--- src/rtl/rf_wb_arbiter.sv ---
// Register-file write-port arbiter: ALU writeback has priority over a DEPTH-entry
// load/store response FIFO, with a 32-bit pending scoreboard. Optional WB_BYPASS_EN.
module rf_wb_arbiter #(
  parameter int DEPTH = 2
) (
  input  logic        i_clk,
  input  logic        i_reset_n,
  input  logic        i_alu_valid,
  input  logic [4:0]  i_alu_rd,
  input  logic [31:0] i_alu_data,
  input  logic        i_lsu_issue,
  input  logic [4:0]  i_lsu_issue_rd,
  input  logic        i_lsu_valid,
  output logic        o_lsu_ready,
  input  logic [4:0]  i_lsu_rd,
  input  logic [31:0] i_lsu_data,
  output logic [4:0]  o_rd_addr,
  output logic [31:0] o_rd_data,
  output logic        o_rd_wren,
  output logic [31:0] o_pending
);
  localparam int PW = $clog2(DEPTH);
  localparam int CW = PW + 1;

  logic [4:0]    q_rd   [DEPTH];
  logic [31:0]   q_data [DEPTH];
  logic [PW-1:0] rd_ptr, wr_ptr;
  logic [CW-1:0] count;
  logic          accept, take_lsu, push, pop, bypass;
  logic [31:0]   pending_nxt;

  assign o_lsu_ready = i_reset_n && (count < CW'(DEPTH));
  assign accept      = i_lsu_valid && o_lsu_ready;
  // rd==0 responses are consumed but never written
  assign take_lsu    = accept && (i_lsu_rd != 5'd0);
  assign pop         = !i_alu_valid && (count != '0);
`ifdef WB_BYPASS_EN
  assign bypass      = take_lsu && (count == '0) && !i_alu_valid;
`else
  assign bypass      = 1'b0;
`endif
  assign push        = take_lsu && !bypass;

  always_comb begin
    pending_nxt = o_pending;
    if (pop)    pending_nxt[q_rd[rd_ptr]] = 1'b0;
    if (bypass) pending_nxt[i_lsu_rd]     = 1'b0;
    // issue is applied last so a same-register set beats a clear
    if (i_lsu_issue && (i_lsu_issue_rd != 5'd0)) pending_nxt[i_lsu_issue_rd] = 1'b1;
    pending_nxt[0] = 1'b0;
  end

  always_ff @(posedge i_clk) begin
    if (push) begin
      q_rd[wr_ptr]   <= i_lsu_rd;
      q_data[wr_ptr] <= i_lsu_data;
    end
  end

  always_ff @(posedge i_clk) begin
    if (!i_reset_n) begin
      rd_ptr    <= '0;
      wr_ptr    <= '0;
      count     <= '0;
      o_pending <= '0;
      o_rd_addr <= '0;
      o_rd_data <= '0;
      o_rd_wren <= 1'b0;
    end else begin
      o_pending <= pending_nxt;
      if (push) wr_ptr <= wr_ptr + 1'b1;
      if (pop)  rd_ptr <= rd_ptr + 1'b1;
      case ({push, pop})
        2'b10:   count <= count + 1'b1;
        2'b01:   count <= count - 1'b1;
        default: count <= count;
      endcase

      if (i_alu_valid) begin
        o_rd_addr <= i_alu_rd;
        o_rd_data <= i_alu_data;
        o_rd_wren <= (i_alu_rd != 5'd0);
      end else if (pop) begin
        o_rd_addr <= q_rd[rd_ptr];
        o_rd_data <= q_data[rd_ptr];
        o_rd_wren <= 1'b1;
      end else if (bypass) begin
        o_rd_addr <= i_lsu_rd;
        o_rd_data <= i_lsu_data;
        o_rd_wren <= 1'b1;
      end else begin
        o_rd_wren <= 1'b0;
      end
    end
  end
endmodule

--- config.mk ---
export PLATFORM = sky130hd
export DESIGN_NAME = rf_wb_arbiter
export DESIGN_NICKNAME = d
export VERILOG_FILES = /design/src/rtl/rf_wb_arbiter.sv
export SDC_FILE = /design/constraint.sdc
export NUM_CORES = 1
export LEC_CHECK = 0
export ABC_AREA = 1
export CORE_MARGIN = 2
export CORE_UTILIZATION = 50
export CTS_BUF_LIST = sky130_fd_sc_hd__clkbuf_2
export DETAILED_ROUTE_END_ITERATION = 8
export PLACE_DENSITY = 0.82
export SLEW_MARGIN = 40
export SYNTH_ARGS = -nofsm -noshare
export SYNTH_HDL_FRONTEND = slang
export SYNTH_SLANG_ARGS = --single-unit
--- constraint.sdc ---
create_clock -name i_clk -period 4.48 [get_ports i_clk]
set_clock_uncertainty 0.1 [all_clocks]
set_input_delay 0.448 -clock i_clk [delete_from_list [all_inputs] [get_ports i_clk]]
set_output_delay 0.448 -clock i_clk [all_outputs]
set_load 0.02 [all_outputs]
# Yosys cells after proc, flatten, opt, wreduce, memory -nomap -nowiden
# Memory sizes are Yosys's and may differ from the RTL's. A register that Yosys moved wholly into a read port is not among the register bits.
# Cells that the tools add are included.
# totals
register_bits,74
ramBits,74
in_bits,84
output_inout_bits,71
elab_cells,57
memories,2
# op_classes
addsub,4
n_lt_le_gt_ge,5
n_eq_ne,2
n_mux,19
bitwise,3
n_reduce_logical,14
# mem_list
memory,words,width,rd,rd_ports_with_merged_regs,write_ports,line,text
q_data,2,32,1,1,1,26,logic [31:0] q_data [DEPTH];
q_rd,2,5,1,1,1,25,logic [4:0] q_rd [DEPTH];
# ops
op,count
$mux 32,4
$and 32x32->32,1
$not 32->32,1
$or 32x32->32,1
$reduce_bool 5->1,3
$lt 5x6->1 const B,2
$demux 1 s5,2
$ge 5x1->1 const B,2
$mux 1,10
$mux 5,2
$logic_and 1x1->1,7
$reduce_bool 2->1,3
$pmux 2 s2,1
$add 1x1->1 const B,2
$add 2x1->2 const B,1
$eq 2x1->1 const B,1
$eq 2x2->1 const B,1
$lt 2x2->1 const B,1
$sub 2x1->2 const B,1
$logic_not 1->1,1

# Longest topological paths before layout
# Gate-level depths: netlist (run 1).
# logic_depth
ltp_word,9
depth_mapped,9
mapped_depth_nobuf,8

# Worst setup path after synthesis (run 1)
# OpenSTA, ideal clock, no wires.
# synth_timing
path_kind,input to register
start,in i_reset_n
end,"mem q_data[0][0], enable pin"
setup_time_ns,0.431
t_arrival_ns,2.632
required_ns,3.949
setup_slack_ns,1.317
cell_stages,4
cell_sequence,inv_2 nor2_1 nand3_1 nor2_1
# synth_via
elab_chain_len,5
# synth_lines
item,line,text
"start, declared",7,"input logic i_reset_n,"
$logic_and 1x1->1,32,assign o_lsu_ready = i_reset_n && (count < CW'(DEPTH));
via o_lsu_ready,14,"output logic o_lsu_ready,"
$logic_and 1x1->1,33,assign accept = i_lsu_valid && o_lsu_ready;
$logic_and 1x1->1,35,assign take_lsu = accept && (i_lsu_rd != 5'd0);
$mux 1,54,if (push) begin
$mux 1 (implied by the code),56,q_data[wr_ptr] <= i_lsu_data;
"end, declared",26,
# The timed path passes the listed nets, and every way through them passes these cells.

# Final worst setup path (run 1)
# layout_timing
start,in i_reset_n
end,out o_lsu_ready
# layout_via
elab_chain_len,1
# layout_lines
item,line
$logic_and 1x1->1,32
"end, declared",14
# No other way between the ends.

==> results.md, run 1 <==
- Post-Syn Area: 5880 um^2
- Post-detail-place hpwl: 10500 um
- Clk buf depth: 2
- Worst-Margin Slew: 0.712 ns
- Largest net degree at the start of global routing: 44
- FF+latch count, synth: 148
- RR Startpoint: count[0]$_SDFFE_PN0P_
- DR DRC count: 0
- WP data arrival: 2.11 ns
- LEAKAGE: 2.83 nW
- Syn Nets: 687
- DRT Wirelength: 15300 um
- Starting density of the core: 51.2%
- Min Tclk post-route: 2.66 ns
- WP data required: 3.93 ns
- # fillers: 855
- Setup CP Type: in -> out
- CP max FO: 31
- FF-to-FF path depth: 7
- Layout cell share with drive strength beyond 1: 10.9%
- Final instance area: 7780 um^2
- Uppermost layer routed: met4
- Core Area: 11500 um^2
- ANT cells: 0
- Max-slew violations: 0
- Outcome: completed
- Hold Path Origin: i_lsu_data[3]
- Final Hold Violating Endpoints: 0
- Placer Congestion: 0.874
- Wire length on met1: 6130 um
- I/O Pins: 155
- CTS Root Buffer Type: clkbuf_2
- # nets final: 835
- CTS tree: yes
- Pwr dens: 423 nW/um^2
- Distinct cell type count of the synthesized netlist: 25
- Area growth syn-to-layout: 32.3%
- Placed Area: 7520 um^2
- Final setup violation count: 0
- Hold path endpoint: q_data[1][3]$_DFFE_PP_
- Die area: 12600 um^2
- CTS buffer count: 17
- H-tree depth: 4
- Highest Clock Rate: 0.376 GHz
- Routed vias: 5011
- Startpoint types: input pin
- Rel. slew slack: 52.4%
- Met2 routed WL: 7280 um
- Hold Buf Count CTS: 0
- Chip Width: 112 um
- Met3 wire length: 1570 um
- Clock Latency Late Sink: 0.70 ns
- Drt pass-1 iters: 6
- DR iter-0 viols: 447
- Commonest non-fill, non-tap cell in the layout: nand2_1
- First-pass GRT wire length: 24200 um
- Number of routed nets with antenna violations: 0
- Via density: 5.53
- Synth Instances: 602
- Port Buffers: 153
- GR Util All Layers: 24.4%
- Rows: 39
- Clock sink total: 148
- DR WL/cell: 16.8 um
- YS warnings: 0
- Syn avg cell area: 9.76 um^2
- Fin crit share: 59.4%
- CP Capture Type: primary output
- Max-cap violation count: 0
- Worst-path clk slew: 0.21 ns
- RSZ-0062 raised after global routing: no
- Flop2flop setup slack: 2.28 ns
- Worst hold-check path type: in -> reg
- # resized after CTS: 0
- WHS Path Cells: 1
- Most frequent cells in the layout: nand2_1, clkdlybuf4s50_1, a21oi_1
- Max rail drop VDD: 0.233 mV
- Antenna violations before repair: 0
- Total setup buffers inserted after CTS: 0
- Vias in the first global route: 4952
- Tot Pwr: 3.29 mW
- Setup TNS: 0 ns
- R2r endpoint: o_rd_data[14]$_SDFFE_PN0P_
- Die height: 112 um
- Seq/Total Area, Yosys: 63.0%
- Global route overflow: 0
## layout make-up
cell class              count  area [um^2]  share of cell area [%]
flip-flops and latches    148         3700                    47.6
multi-input cells         392         1920                    24.7
repair buffers            160         1600                    20.6
well taps                 143          179                    2.30
clock inverters            12          155                    2.00
inverters                  31          116                    1.50
clock buffers              20          100                    1.29
## cell families (layout without fill, tap and decap cells)
group	Yosys count	count (layout)	synth area share, %
XOR/XNOR	2	2	0.298
AO/OA/AOI/OAI	143	143	13.8
AND/OR/NAND/NOR	245	245	18.1
other	1	1	0.0638
adder cells (fa/ha/maj)	1	1	0.213
flip-flops	148	148	63.0
buffers and inverters	62	223	4.51
## cells in the mapped netlist
cell type	number	area [um^2]
buf_6	1	11.3
nand4_1	13	81.3
conb_1	1	3.75
buf_4	5	37.5
o211ai_1	32	240
clkbuf_1	20	75.1
dfxtp_1	74	1480
edfxtp_1	74	2220
buf_2	5	25.0
or2_2	32	200
a21oi_1	76	380
xor2_1	2	17.5
nand3_1	8	40.0
inv_1	27	101
nor2_2	5	31.3
a31oi_1	10	62.6
o21ai_2	1	8.76
nand2_1	163	612
nor2_1	21	78.8
nand3b_1	1	7.51
nor4_1	1	6.26
o21ai_0	24	120
inv_2	4	15.0
nor3_1	1	5.00
ha_1	1	12.5
## critical path: stages
cell             delay [ns]
clkdlybuf4s50_1        0.46
buf_4                  0.30
inv_2                  0.06
nor2_1                 0.16
clkdlybuf4s50_1        0.69
## per-layer routing
layer	GRT usage [%]	up-vias
met1	32.2	2317
met4	7.56	0
met2	39.1	294
met5	0	-
li1	-	2370
met3	7.29	30
## power by group
part | switching (mW) | internal (mW)
logic | 0.519 | 0.350
clock network | 0.479 | 0.320
registers | 0.0666 | 1.56
total | 1.07 | 2.23
## stage by stage
stage,cells,setup slack [ns],utilization (%),hold WS [ns]
2_1_floorplan,602,1.32,-,0.326
3_3_place_gp,872,1.44,65.3,0.335
3_5_place_dp,874,1.32,65.6,0.357
4_1_cts,906,1.85,67.8,0.166
5_1_grt,906,1.79,67.8,0.110
6_report,906,1.82,67.8,0.206
## sequential cells by signal (all words and copies together) (netlist names), 2 cells and up, named ones only
signal,count
o_pending,31
q_data,64
q_rd,10
count,2
o_rd_data,32
o_rd_addr,5
## worst max-delay path by stage
stage / from / to / slack, ns
finish: i_reset_n / o_lsu_ready / 1.82
CTS: i_reset_n / o_lsu_ready / 1.85
detailed placement: i_alu_valid / o_rd_data[13]$_SDFFE_PN0P_ / 1.32
floorplan: i_reset_n / q_data[0][0]$_DFFE_PP_ / 1.32
global placement: i_reset_n / q_data[0][1]$_DFFE_PP_ / 1.44
global route: i_alu_valid / o_rd_data[24]$_SDFFE_PN0P_ / 1.79
Power figures use the tool's default switching activity.
==> run 2: changes to the inputs <==
Settings changed: CORE_UTILIZATION 50 to 45, PLACE_DENSITY 0.82 to 0.78.
Clock period 4.48 ns to 2.4 ns, I/O delays scaled along.
==> results.md, run 2 (same netlist as run 1, synthesis figures left out) <==
- Outcome: completed (unchanged)
- I/O Pins: 155 (unchanged)
- Min Tclk post-route: 2.22 ns
- Pwr dens: 759 nW/um^2 (was 423 nW/um^2)
- Clock Latency Late Sink: 0.70 ns (about the same)
- Area growth syn-to-layout: 44.7% (was 32.3%)
- Die area: 14000 um^2 (was 12600 um^2)
- Commonest non-fill, non-tap cell in the layout: nand2_1 (unchanged)
- Vias in the first global route: 5455 (was 4952)
- Largest net degree at the start of global routing: 44 (unchanged)
- CTS Root Buffer Type: clkbuf_2 (unchanged)
- Cell Count Post-Placement: 911 (was 874)
- Fin crit share: 92.5%
- Clk buf depth: 2 (unchanged)
- WP data required: 2.06 ns (was 3.93 ns)
- Worst-path clk slew: 0.24 ns (was 0.21 ns)
- Multi-input logic area: 1920 um^2 (unchanged)
- Global route overflow: 0 (unchanged)
- Switching Fraction: 32.4% (about the same)
- CTS tree: yes (unchanged)
- First-pass GRT wire length: 27000 um (was 24200 um)
- Drt pass-1 iters: 5 (was 6)
- DRT Wirelength: 17100 um (was 15300 um)
- Post-detail-place hpwl: 11000 um (was 10500 um)
- Worst-Margin Slew: 0.648 ns (was 0.712 ns)
- Tot Pwr: 6.46 mW (was 3.29 mW)
- Clock sink total: 148 (unchanged)
- Fin cells: 1003 (was 906)
- Layout cell share with drive strength beyond 1: 10.8% (was 10.9%)
- Final Hold Violating Endpoints: 0 (unchanged)
- Critical Path, Cell by Cell: nor2_1, clkdlybuf4s50_1 (was clkdlybuf4s50_1, buf_4, inv_2, nor2_1, clkdlybuf4s50_1)
- Max-slew violations: 0 (unchanged)
- Setup TNS: 0 ns (unchanged)
- P_int: 4.37 mW (was 2.23 mW)
- Core Area: 12700 um^2 (was 11500 um^2)
- Final setup violation count: 0 (unchanged)
- Chip Width: 118 um (was 112 um)
- Largest Register: q_data (unchanged)
- Port Buffers: 153 (unchanged)
- Total setup buffers inserted after CTS: 0 (unchanged)
- Gate power share: 27.7% (was 26.4%)
- Setup CP Type: reg -> out (was in -> out)
- CP max FO: 3 (was 31)
- CP Capture Type: primary output (unchanged)
- Startpoint types: flip-flop (was input pin)
- Area occupied by registers: 3700 um^2 (unchanged)
- Max-cap violation count: 0 (unchanged)
- Biggest regs: q_data x64, o_rd_data x32, o_pending x31 (unchanged)
- Number of routed nets with antenna violations: 0 (unchanged)
- Worst hold-check path type: in -> reg (unchanged)
- Max incr delay on CP: 0.66 ns (was 0.69 ns)
- Rows: 41 (was 39)
- WP data arrival: 1.88 ns (was 2.11 ns)
- ANT cells: 0 (unchanged)
- Proportion of power drawn by the clock network: 25.3% (was 24.3%)
- DR DRC count: 0 (unchanged)
- # resized after CTS: 0 (unchanged)
- # nets final: 903 (was 835)
- Switching Power: 2.09 mW (was 1.07 mW)
- Crit path max-delay cell type: clkdlybuf4s50_1 (unchanged)
- Placer Congestion: 0.859 (was 0.874)
- Max FFs per register: 64 (unchanged)
- Max rail drop VDD: 0.493 mV (was 0.233 mV)
- H-tree depth: 4 (unchanged)
- # fillers: 956 (was 855)
- CTS buffer count: 17 (unchanged)
- Seq pwr share: 47.0% (was 49.3%)
- Starting density of the core: 46.4% (was 51.2%)
- DR WL/cell: 17.0 um (was 16.8 um)
- Most frequent cells in the layout: nand2_1, clkdlybuf4s50_1, a21oi_1 (unchanged)
- Hold Buf Count CTS: 60 (was 0)
- GR Util All Layers: 24.6% (was 24.4%)
- Placed Area: 7610 um^2 (was 7520 um^2)
- Final instance area: 8500 um^2 (was 7780 um^2)
- RSZ-0062 raised after global routing: no (unchanged)
- Die height: 118 um (was 112 um)
- Highest Clock Rate: 0.450 GHz
- Via density: 5.31 (was 5.53)
- Routed vias: 5327 (was 5011)
- Antenna violations before repair: 0 (unchanged)
- DR iter-0 viols: 574 (was 447)
- Rel. slew slack: 56.6% (was 52.4%)
- LEAKAGE: 3.13 nW (was 2.83 nW)
run 2: changes by cell type in the layout (fill, tap and decap cells not counted), sizes merged:
cell / before / now
inv: 33 / 37
buf: 7 / 15
clkbuf: 20 / 18
clkinv: 5 / 2
bufinv: 3 / 4
dlygate4sd3: 0 / 60
run 2: per-layer routing:
layer	up-vias	track usage (%)	part of all wire, %
met3	35	7.87	8.8
met5	-	0	0
li1	2506	-	-
met4	0	10.4	2.1
met1	2514	27.5	39
met2	272	43.0	50
run 2: area by class of cell:
| type | count | share of cell area, % |
|---|---|---|
| sequential | 148 | 43.6 |
| timing repair buffer | 228 | 26.5 |
| multi-input combinational | 392 | 22.6 |
| tap | 172 | 2.53 |
| clock inverter | 14 | 2.31 |
| inverter | 31 | 1.37 |
| clock buffer | 18 | 1.06 |
run 2: worst max-delay path, delay by kind of cell, from the launching register on:
kind | cells | cell delay [ns]
buf+inv | 1 | 0.66
flops | 1 | 0.38
simple gates | 1 | 0.15
run 2: power by group through the flow:
stage          combinational, mW  clock [mW]  sequential [mW]
4_1_cts                     1.76        1.66             3.03
3_5_place_dp                1.67           0             3.08
2_1_floorplan              0.802           0             3.23
5_1_grt                     1.92        1.76             3.06
3_3_place_gp                1.62           0             3.07
6_report                    1.79        1.63             3.03
run 2: stage by stage:
step,hold slack [ns],util (%),worst slack (ns)
floorplan,0.239,-,-0.600
global placement,0.335,60.1,0.368
detailed placement,0.355,60.1,0.299
CTS,0.000157,67.1,0.0786
global route,0.0304,67.1,0.0244
finish,0.0803,67.1,0.180
run 2: worst paths after layout:
path | slack (ns) | endpoint | depth (start not counted) | startpoint
max | 0.18 | o_lsu_ready | 2 | count[1]$_SDFFE_PN0P_
min | 0.08 | o_rd_data[7]$_SDFFE_PN0P_ | 3 | i_alu_data[7]
max reg2reg | 0.58 | o_pending[2]$_SDFF_PN0_ | 8 | flip-flop
min reg2reg | 0.38 | o_pending[22]$_SDFF_PN0_ | 2 | o_pending[22]$_SDFF_PN0_
